## config.mk

```make
export PLATFORM = sky130hd
export DESIGN_NAME = a_lock_ctrl
export DESIGN_NICKNAME = d
export VERILOG_FILES = /design/src/rtl/a_lock_pkg.sv /design/src/rtl/a_lock_timer.sv /design/src/rtl/a_lock_ctrl.sv
export SDC_FILE = /design/constraint.sdc
export NUM_CORES = 1
export LEC_CHECK = 0
export CAP_MARGIN = 40
export CORE_MARGIN = 1
export CORE_UTILIZATION = 45
export CTS_BUF_LIST = sky130_fd_sc_hd__clkbuf_16
export DETAILED_ROUTE_END_ITERATION = 16
export MAX_ROUTING_LAYER = met4
export PLACE_DENSITY = 0.84
export SLEW_MARGIN = 20
export SYNTH_ARGS = -nofsm -noshare
export SYNTH_HDL_FRONTEND = slang
export SYNTH_SLANG_ARGS = --single-unit
export TNS_END_PERCENT = 30
```

## constraint.sdc

```tcl
create_clock -name clk -period 2.8 [get_ports clk]
set_input_delay 0.84 -clock clk [delete_from_list [all_inputs] [get_ports clk]]
set_output_delay 0.84 -clock clk [all_outputs]
set_load 0.02 [all_outputs]
```

## src/rtl/a_lock_pkg.sv

```systemverilog
// Shared types and elaboration-time legality helpers for the keypad lock controller.
package a_lock_pkg;

  typedef enum logic [1:0] {
    IDLE    = 2'd0,
    OPEN    = 2'd1,
    LOCKOUT = 2'd2
  } lock_state_t;

  function automatic bit max_err_legal(input int max_err, input int err_w);
    return (max_err >= 1) && (longint'(max_err) <= ((longint'(1) << err_w) - 1));
  endfunction

  // The timer is loaded with CYC-1, so CYC itself may equal 2**TMR_W.
  function automatic bit cyc_legal(input int cyc, input int tmr_w);
    return (cyc >= 1) && (longint'(cyc) <= (longint'(1) << tmr_w));
  endfunction

endpackage

```

## src/rtl/a_lock_timer.sv

```systemverilog
// Loadable down-counter shared by the OPEN hold time and the LOCKOUT duration.
module a_lock_timer #(
  parameter int TMR_W = 16
) (
  input  logic             clk,
  input  logic             reset,
  input  logic             load_i,
  input  logic             en_i,
  input  logic [TMR_W-1:0] load_val_i,
  output logic [TMR_W-1:0] count_o,
  output logic             zero_o
);

  logic [TMR_W-1:0] cnt_q, cnt_d;

  // Saturates at zero so an enable left high never wraps the count.
  always_comb begin
    cnt_d = cnt_q;
    if (load_i)
      cnt_d = load_val_i;
    else if (en_i && (cnt_q != '0))
      cnt_d = cnt_q - 1'b1;
  end

  always_ff @(posedge clk) begin
    if (reset)
      cnt_q <= '0;
    else
      cnt_q <= cnt_d;
  end

  assign count_o = cnt_q;
  assign zero_o  = (cnt_q == '0);

endmodule

```

## src/rtl/a_lock_ctrl.sv

```systemverilog
// Password check, consecutive-failure lockout and timed auto-relock for the door lock.
// state   | meaning
// IDLE    | locked, waiting for an entry strobe
// OPEN    | lock released, hold timer running
// LOCKOUT | too many failures, keypad ignored until timeout or admin clear
module a_lock_ctrl
  import a_lock_pkg::*;
#(
  parameter int PW_W     = 16,
  parameter int ERR_W    = 3,
  parameter int MAX_ERR  = 5,
  parameter int TMR_W    = 16,
  parameter int LOCK_CYC = 1000,
  parameter int OPEN_CYC = 500
) (
  input  logic             clk,
  input  logic             reset,
  input  logic [PW_W-1:0]  pw_in,
  input  logic [PW_W-1:0]  password,
  input  logic             enough,
  input  logic             rst_out,
  input  logic             relock,
  output logic             enb_lock,
  output logic             gen_stop,
  output logic             gen_rst,
  output logic [ERR_W-1:0] error_counter,
  output logic [TMR_W-1:0] lock_timer
);

  localparam bit MAX_ERR_OK  = max_err_legal(MAX_ERR, ERR_W);
  localparam bit LOCK_CYC_OK = cyc_legal(LOCK_CYC, TMR_W);
  localparam bit OPEN_CYC_OK = cyc_legal(OPEN_CYC, TMR_W);

  if (!MAX_ERR_OK) begin : g_bad_max_err
    $error("a_lock_ctrl: MAX_ERR must be in 1..2**ERR_W-1");
  end
  if (!LOCK_CYC_OK) begin : g_bad_lock_cyc
    $error("a_lock_ctrl: LOCK_CYC must be in 1..2**TMR_W");
  end
  if (!OPEN_CYC_OK) begin : g_bad_open_cyc
    $error("a_lock_ctrl: OPEN_CYC must be in 1..2**TMR_W");
  end

  localparam logic [TMR_W-1:0] OPEN_LOAD = TMR_W'(OPEN_CYC - 1);
  localparam logic [TMR_W-1:0] LOCK_LOAD = TMR_W'(LOCK_CYC - 1);
  localparam logic [ERR_W:0]   MAX_ERR_X = (ERR_W+1)'(MAX_ERR);

  lock_state_t      state_q;
  logic             enb_lock_q, gen_stop_q, gen_rst_q;
  logic [ERR_W-1:0] err_cnt_q;

  logic             tmr_load_d, tmr_en_d, tmr_zero;
  logic [TMR_W-1:0] tmr_val_d, tmr_count;
  logic             pw_match, last_err, attempt;
  logic [ERR_W:0]   err_inc;

  assign pw_match = (pw_in == password);
  // One extra bit so the +1 can never wrap before the MAX_ERR compare.
  assign err_inc  = {1'b0, err_cnt_q} + 1'b1;
  assign last_err = (err_inc >= MAX_ERR_X);
  assign attempt  = enough && !rst_out;

  // Leaving OPEN/LOCKOUT reloads zero so lock_timer reads 0 throughout IDLE.
  always_comb begin
    tmr_load_d = 1'b0;
    tmr_en_d   = 1'b0;
    tmr_val_d  = '0;
    case (state_q)
      IDLE: begin
        if (attempt && pw_match) begin
          tmr_load_d = 1'b1;
          tmr_val_d  = OPEN_LOAD;
        end else if (attempt && last_err) begin
          tmr_load_d = 1'b1;
          tmr_val_d  = LOCK_LOAD;
        end
      end
      OPEN: begin
        if (relock || tmr_zero) tmr_load_d = 1'b1;
        else                    tmr_en_d   = 1'b1;
      end
      LOCKOUT: begin
        if (tmr_zero || rst_out) tmr_load_d = 1'b1;
        else                     tmr_en_d   = 1'b1;
      end
      default: tmr_load_d = 1'b1;
    endcase
  end

  a_lock_timer #(.TMR_W(TMR_W)) u_timer (
    .clk        (clk),
    .reset      (reset),
    .load_i     (tmr_load_d),
    .en_i       (tmr_en_d),
    .load_val_i (tmr_val_d),
    .count_o    (tmr_count),
    .zero_o     (tmr_zero)
  );

  always_ff @(posedge clk) begin
    if (reset) begin
      state_q    <= IDLE;
      enb_lock_q <= 1'b0;
      gen_stop_q <= 1'b0;
      gen_rst_q  <= 1'b0;
      err_cnt_q  <= '0;
    end else begin
      gen_rst_q <= 1'b0;
      case (state_q)
        IDLE: begin
          if (rst_out) begin
            err_cnt_q <= '0;
          end else if (enough) begin
            gen_rst_q <= 1'b1;
            if (pw_match) begin
              state_q    <= OPEN;
              enb_lock_q <= 1'b1;
              err_cnt_q  <= '0;
            end else if (last_err) begin
              state_q    <= LOCKOUT;
              gen_stop_q <= 1'b1;
              err_cnt_q  <= ERR_W'(MAX_ERR);
            end else begin
              err_cnt_q <= err_inc[ERR_W-1:0];
            end
          end
        end
        OPEN: begin
          if (relock || tmr_zero) begin
            state_q    <= IDLE;
            enb_lock_q <= 1'b0;
          end
        end
        LOCKOUT: begin
          if (tmr_zero || rst_out) begin
            state_q    <= IDLE;
            gen_stop_q <= 1'b0;
            err_cnt_q  <= '0;
          end
        end
        default: begin
          state_q    <= IDLE;
          enb_lock_q <= 1'b0;
          gen_stop_q <= 1'b0;
          err_cnt_q  <= '0;
        end
      endcase
    end
  end

  assign enb_lock      = enb_lock_q;
  assign gen_stop      = gen_stop_q;
  assign gen_rst       = gen_rst_q;
  assign error_counter = err_cnt_q;
  assign lock_timer    = tmr_count;

endmodule
```

==> results.md, run 1 <==
* Status: completed
* HP Start: enb_lock$_SDFFE_PP0P_
* Clk_lat worst skew at roughly 250 ps
* HPWL after DPL at 3170 µm
* Vias/cell at approximately 5.3
* Tightest Pin Transition at ~650 ps
* Post-synthesis mux area share at 0.0125
* Nets at between 300 and 400
* Post-synthesis sequential area ratio at 0.283
* Clock slew at reported path FFs at ~60 ps
* Clock Skew at between 2 and 3 ps
* Crit path buffers/inverters at 2
* Vias in the first global route at 1562
* H-tree lvl count at 1
* DR iter-0 viols at 90
* Min Tclk post-route at ~2500 ps
* Main synth FF type: dfxtp_1
* Crit Path Max Fanout at 5
* Die W at between 60 and 70 µm
* Synthesized area at between 1500 and 2000 µm²
* Via Count at approximately 1700
* Share of cells above drive strength 1 at 0.0824
* Initial antenna violation count at 0
* Worst R2R End: u_timer.count_o[2]$_SDFFE_PP0P_
* Num ports at 59
* Wire per inst at roughly 13 µm
* Most common cell after layout, fill and taps aside: clkdlybuf4s50_1
* Largest stage delay, worst path at around 500 ps
* ANT nets after route at 0
* Xor/xnor share of the synthesized area at 0.134
* Design area at ~2400 µm²
* Largest net degree at the start of global routing at 14
* Final setup viols at 0
* Area after DPL at between 2000 and 2500 µm²
* Simple-gate share of the synthesized area at 0.298
* Power Total at 0.789 mW
* Register-to-Register Setup Slack at 390 ps
* Full die area at slightly above 4000 µm²
* Leak pwr at between 0.9 and 1 nW
* Detailed-route DRC error count at 0
* Fin cells at about 310
* Final Hold Viols at 0
* Post-Synth Adder-Cell Area at 0.0662
* Total grt overflow at 0
* Max Root-Sink Buffers at 2
* Synth Net Count at ~250
* YS warnings at 0
* Slew Viols, Final at 0
* Compound-Gate Fraction of Synth Area at 0.158
* Placed Instances at between 300 and 400
* FF+latch count, synth at 24
* Post-synth EDFFs at 0
* Rel. slew slack at 0.568
* Pwr dens at 324 nW/µm²
* Syn avg cell area at 8.42 µm²
* GR Util All Layers at 0.219
* Max IR drop VDD at 0.000315 V
* Tightest Hold Check Type: flop to flop
* P&R area growth vs syn at 43.3%
* Crit-path cells: clkdlybuf4s50_1, nor2b_1, o21ai_0, nor2_1, buf_4, nand3_1, a31oi_1, nor4_1
* Initial core utilization at 0.490
* Post_cts resized at 0
* Post-CTS Hold Fix Bufs at 0
* Routability cong. at just under 0.9
* Slowest stage cell, crit path: clkdlybuf4s50_1
* R2r worst-path depth at 8
* Port Buffers at 58
* Crit. End Element: flop
* Cell variety after synth at between 40 and 50
* Hold WS at approximately 540 ps
* Crit Path Class: primary input to flop
* Highest-count cells in the layout ignoring fill and taps: clkdlybuf4s50_1 (58), dfxtp_1 (24), nor2_1 (23)
* RSZ-0062 raised after global routing: no
* Postcts setup bufs at 0
* Core Region at approximately 3500 µm²
* Final Cycle Share at 0.894
* First-pass detailed-route iteration total at 4
* Clk sinks at 24
* Largest family of logic cells by synthesized area: simple AND/OR/NAND/NOR gates
* Setup TNS at 0 ps
* Total routed wirelength at around 4000 µm
* Async set-reset flop share out of synthesis at 0
* Clock buffer count from CTS at 3
* Hold endpoint: enb_lock$_SDFFE_PP0P_
* Syn Inst Count at just over 200
* Crit path DAT at roughly 2700 ps
* Row count at 21
* TritonCTS clock tree: built
* First-pass GRT wire length at a little under 7000 µm
* # diodes at 0
* Max frequency at 0.399 GHz
* Critical path's top delay family: buffers and inverters
* Die height at around 63 µm
* Worst Hold Depth at 2
* Required @ worst endpoint at ~3000 ps
* Worst reg2reg startpoint: error_counter[0]$_SDFFE_PP0P_
* Crit start category: primary input
* Max cap viols at 0
* Root buffer cell: clkbuf_16
-- area by class of cell --
cell class              count  area [µm²]
multi-input cells         162        1140
fillers                   286        1030
repair buffers             66         641
flip-flops and latches     24         480
clock buffers               3        75.1
well taps                  46        57.6
inverters                  11        41.3
clock inverters             1        3.75
-- worst register-to-register path: stages (launching register included) --
cell      delay [ps]
dfxtp_1          450
inv_1             70
ha_1             190
nor2b_1          140
o21ai_0          120
mux2_2           310
o21bai_1         530
a41oi_1          220
a311oi_1         270
-- sequential cells by signal, summed over array words and instances, names as in the netlist --
name	cells
gen_rst	1
error_counter	3
state_q	2
u_timer.count_o	16
enb_lock	1
gen_stop	1
-- power breakdown --
group | leakage (nW) | internal (mW) | switching, mW
Combinational | 0.696 | 0.0823 | 0.0489
Sequential | 0.194 | 0.345 | 0.00457
Clock | 0.0385 | 0.191 | 0.118
Total | 0.928 | 0.617 | 0.171
-- synthesized netlist by cell type (2+ instances only) --
cell type | count | area share
nor4_4 | 4 | 0.050
ha_1 | 9 | 0.066
nor3_1 | 9 | 0.026
nor4_1 | 2 | 0.0074
xnor2_1 | 22 | 0.11
nand3_1 | 7 | 0.021
nor2b_1 | 5 | 0.018
o21bai_1 | 2 | 0.0088
dfxtp_1 | 24 | 0.28
o22ai_1 | 2 | 0.0074
inv_1 | 11 | 0.024
nand2_1 | 17 | 0.038
nand4_1 | 5 | 0.018
nor2_1 | 23 | 0.051
a21oi_1 | 14 | 0.041
o21ai_0 | 6 | 0.018
o21a_1 | 3 | 0.013
nor3b_1 | 2 | 0.0088
xor2_1 | 4 | 0.021
a211oi_1 | 2 | 0.0088
nand3b_1 | 3 | 0.013
-- cells by family after synthesis --
family                     after synthesis
and+or+nand+nor                         85
AOI/OAI and AO/OA                       40
xor gates and xnor gates                26
DFF                                     24
buffers and inverters                   16
adders and majority gates                9
muxes                                    2
-- through the flow --
stage | setup slack (ps) | utilization
2_1_floorplan | 477 | -
4_1_cts | 332 | 0.702
5_1_grt | 174 | 0.702
3_3_place_gp | 126 | 0.680
3_5_place_dp | 82.1 | 0.680
6_report | 296 | 0.702
-- worst max path at each step --
stage	start	to	slack, ps	cells past startpoint
after detailed placement	pw_in[0]	u_timer.count_o[13]$_SDFFE_PP0P_	80	8
after global routing	error_counter[0]$_SDFFE_PP0P_	u_timer.count_o[2]$_SDFFE_PP0P_	170	8
after CTS	pw_in[0]	u_timer.count_o[2]$_SDFFE_PP0P_	330	7
after floorplan	password[15]	u_timer.count_o[10]$_SDFFE_PP0P_	480	7
final	relock	u_timer.count_o[9]$_SDFFE_PP0P_	300	8
after global placement	password[0]	u_timer.count_o[15]$_SDFFE_PP0P_	130	8
-- layer usage --
metal | GRT usage | wire length [µm] | part of all wire
met5 | - | 0 | 0
met4 | 0.0653 | 39 | 0.0097
met3 | 0.0254 | 158 | 0.039
met2 | 0.379 | 2020 | 0.50
met1 | 0.263 | 1810 | 0.45
No activity file was read; power rests on OpenSTA's default activity.
==> run 2, diff against run 1 <==
--- a/config.mk
+++ b/config.mk
@@ -11,7 +11,7 @@
 export CTS_BUF_LIST = sky130_fd_sc_hd__clkbuf_16
 export DETAILED_ROUTE_END_ITERATION = 16
 export MAX_ROUTING_LAYER = met4
-export PLACE_DENSITY = 0.84
+export PLACE_DENSITY = 0.85
 export SLEW_MARGIN = 20
 export SYNTH_ARGS = -nofsm -noshare
 export SYNTH_HDL_FRONTEND = slang
==> constraint.sdc (replaced) <==
create_clock -name clk -period 2.7 [get_ports clk]
set_input_delay 0.81 -clock clk [delete_from_list [all_inputs] [get_ports clk]]
set_output_delay 0.81 -clock clk [all_outputs]
set_load 0.02 [all_outputs]
==> results.md, run 2 (synthesized netlist as in run 1, its figures left out) <==
* Core Region at 3470 µm² (unchanged)
* Nets at 314 (unchanged)
* Num ports at 59 (unchanged)
* Max cap viols at 0 (unchanged)
* Clock buffer count from CTS at 3 (unchanged)
* Wire per inst at 13.0 µm (+1.1%)
* Pwr dens at 374 nW/µm² (+15%)
* Crit Path Max Fanout at 6 (+1)
* Vias/cell at 5.42 (+1.6%)
* Share of cells above drive strength 1 at 0.0861 (+0.00375)
* RSZ-0062 raised after global routing: no
* Final Cycle Share at 0.911
* Cell mode on critical path: o21a_1
* Tightest Hold Check Type: flop to flop
* Total grt overflow at 0 (unchanged)
* Most common cell after layout, fill and taps aside: clkdlybuf4s50_1
* Clk sinks at 24 (unchanged)
* Crit Path Class: primary input to flop
* Largest stage delay, worst path at 420 ps (-80 ps)
* Port Buffers at 58 (unchanged)
* TritonCTS clock tree: built
* HPWL after DPL at 3280 µm (+3.3%)
* P&R area growth vs syn at 44.8%
* Multi-input logic area at 1140 µm² (unchanged)
* Crit path buffers/inverters at 1 (-1)
* Clock Skew at 3.17 ps (+0.303 ps)
* Fin cells at 313 (unchanged)
* Routability cong. at 0.902 (+3.8%)
* Crit. End Element: flop
* Detailed-route DRC error count at 0 (unchanged)
* Required @ worst endpoint at 2840 ps (-120 ps)
* FF+latch area at 480 µm² (unchanged)
* Worst reg2reg startpoint: error_counter[0]$_SDFFE_PP0P_
* Clk_lat worst skew at 260 ps (about the same)
* Register-to-Register Setup Slack at 340 ps (-50 ps)
* Clock slew at reported path FFs at 60 ps (about the same)
* H-tree lvl count at 1 (unchanged)
* GR Util All Layers at 0.221 (+0.00256)
* First-pass GRT wire length at 7010 µm (+1.1%)
* Highest-count cells in the layout ignoring fill and taps: clkdlybuf4s50_1 (58), dfxtp_1 (24), nor2_1 (23)
* Initial antenna violation count at 0 (unchanged)
* DR iter-0 viols at 112 (+24%)
* Crit path from: relock
* Placed Instances at 309 (unchanged)
* Post-CTS Hold Fix Bufs at 0 (unchanged)
* Via Count at 1695 (+1.6%)
* Min Tclk post-route at roughly 2500 ps
* Max Root-Sink Buffers at 2 (unchanged)
* Hold endpoint: error_counter[1]$_SDFFE_PP0P_
* Row count at 21 (unchanged)
* Critical path's top delay family: compound AO/OA/AOI/OAI gates
* Crit start category: primary input
* Final setup viols at 0 (unchanged)
* Crit-path cells: clkdlybuf4s50_1, nor2b_1, o21a_1, nand4_1, o21a_1, o21ai_0, a21oi_1
* Max IR drop VDD at 0.000292 V (-7.2%)
* Tightest Pin Transition at 615 ps (-32.1 ps)
* Status: completed
* Slowest stage cell, crit path: clkdlybuf4s50_1
* Vias in the first global route at 1540 (-1.4%)
* First-pass detailed-route iteration total at 4 (unchanged)
* Initial core utilization at 0.490 (unchanged)
* Count of cell instances traversed by the critical path at 7 (-1)
* Postcts setup bufs at 0 (unchanged)
* Die W at 63.5 µm (unchanged)
* Die height at 63.5 µm (unchanged)
* Leak pwr at 0.941 nW (+1.4%)
* Max frequency at ~0.41 GHz
* Root buffer cell: clkbuf_16
* Rel. slew slack at 0.589 (+0.0215)
* Slew Viols, Final at 0 (unchanged)
* FILL cells at 281 (-1.7%)
* Largest net degree at the start of global routing at 15 (+1)
* ANT nets after route at 0 (unchanged)
* Worst R2R End: u_timer.count_o[2]$_SDFFE_PP0P_
* Final Hold Viols at 0 (unchanged)
* Total routed wirelength at 4070 µm (+1.1%)
* Full die area at 4030 µm² (unchanged)
* Max reg flops at 16 (unchanged)
* Setup TNS at 0 ps (unchanged)
* R2r worst-path depth at 8 (unchanged)
* Worst Hold Depth at 2 (unchanged)
* Post_cts resized at 0 (unchanged)
* HP Start: error_counter[1]$_SDFFE_PP0P_
* Crit path DAT at 2600 ps (-70 ps)
* # diodes at 0 (unchanged)
[run 2: through the flow]
stage	instance area (µm²)	utilization	hold WS, ps	setup WS [ps]	total power, mW
after floorplan	1700	-	577	407	0.431
after global placement	2360	0.680	506	57.4	0.504
after detailed placement	2360	0.680	519	23.4	0.507
after CTS	2460	0.710	535	271	0.924
after global routing	2460	0.710	573	135	0.958
final	2460	0.710	539	240	0.920
[run 2: where the power goes]
part           internal, mW  switching (mW)  leakage, nW
clock                 0.295           0.126       0.0511
combinational        0.0853          0.0515        0.696
sequential            0.357         0.00486        0.194
[run 2: worst max-delay path by stage]
stage | slack (ps) | end
floorplan | 410 | u_timer.count_o[10]$_SDFFE_PP0P_
global placement | 60 | u_timer.count_o[15]$_SDFFE_PP0P_
detailed placement | 20 | u_timer.count_o[2]$_SDFFE_PP0P_
CTS | 270 | u_timer.count_o[9]$_SDFFE_PP0P_
global route | 130 | u_timer.count_o[0]$_SDFFE_PP0P_
finish | 240 | u_timer.count_o[7]$_SDFFE_PP0P_
[run 2: cell type report]
type | instances | share of cell area
clock inverter | 1 | 0.0122
clock buffer | 3 | 0.0305
inverter | 11 | 0.0168
sequential | 24 | 0.195
multi-input combinational | 162 | 0.462
timing repair buffer | 66 | 0.260
tap | 46 | 0.0234
[run 2: worst register-to-register path, stage by stage, from the launching register on]
cell and delay (ps):
dfxtp_1 460, inv_1 70, ha_1 200, nor2b_1 150, o21ai_0 120, mux2_2 300, o21bai_1 500, a41oi_1 200
a311oi_1 270
[run 2: metal layers]
metal / vias up / wire length (µm) / share of wire / track usage
met5: - / 0 / 0 / -
met4: 0 / 41 / 0.010 / 0.0597
met3: 4 / 215 / 0.053 / 0.0109
met2: 61 / 2000 / 0.49 / 0.358
met1: 784 / 1820 / 0.45 / 0.299
li1: 846 / - / - / -
==> run 3, diff against run 2 <==
--- a/config.mk
+++ b/config.mk
@@ -6,7 +6,6 @@
 export NUM_CORES = 1
 export LEC_CHECK = 0
 export CAP_MARGIN = 40
-export CORE_MARGIN = 1
 export CORE_UTILIZATION = 45
 export CTS_BUF_LIST = sky130_fd_sc_hd__clkbuf_16
 export DETAILED_ROUTE_END_ITERATION = 16
==> results of run 3 <==
Final layout, timing and power as in run 2 (identical DEF).
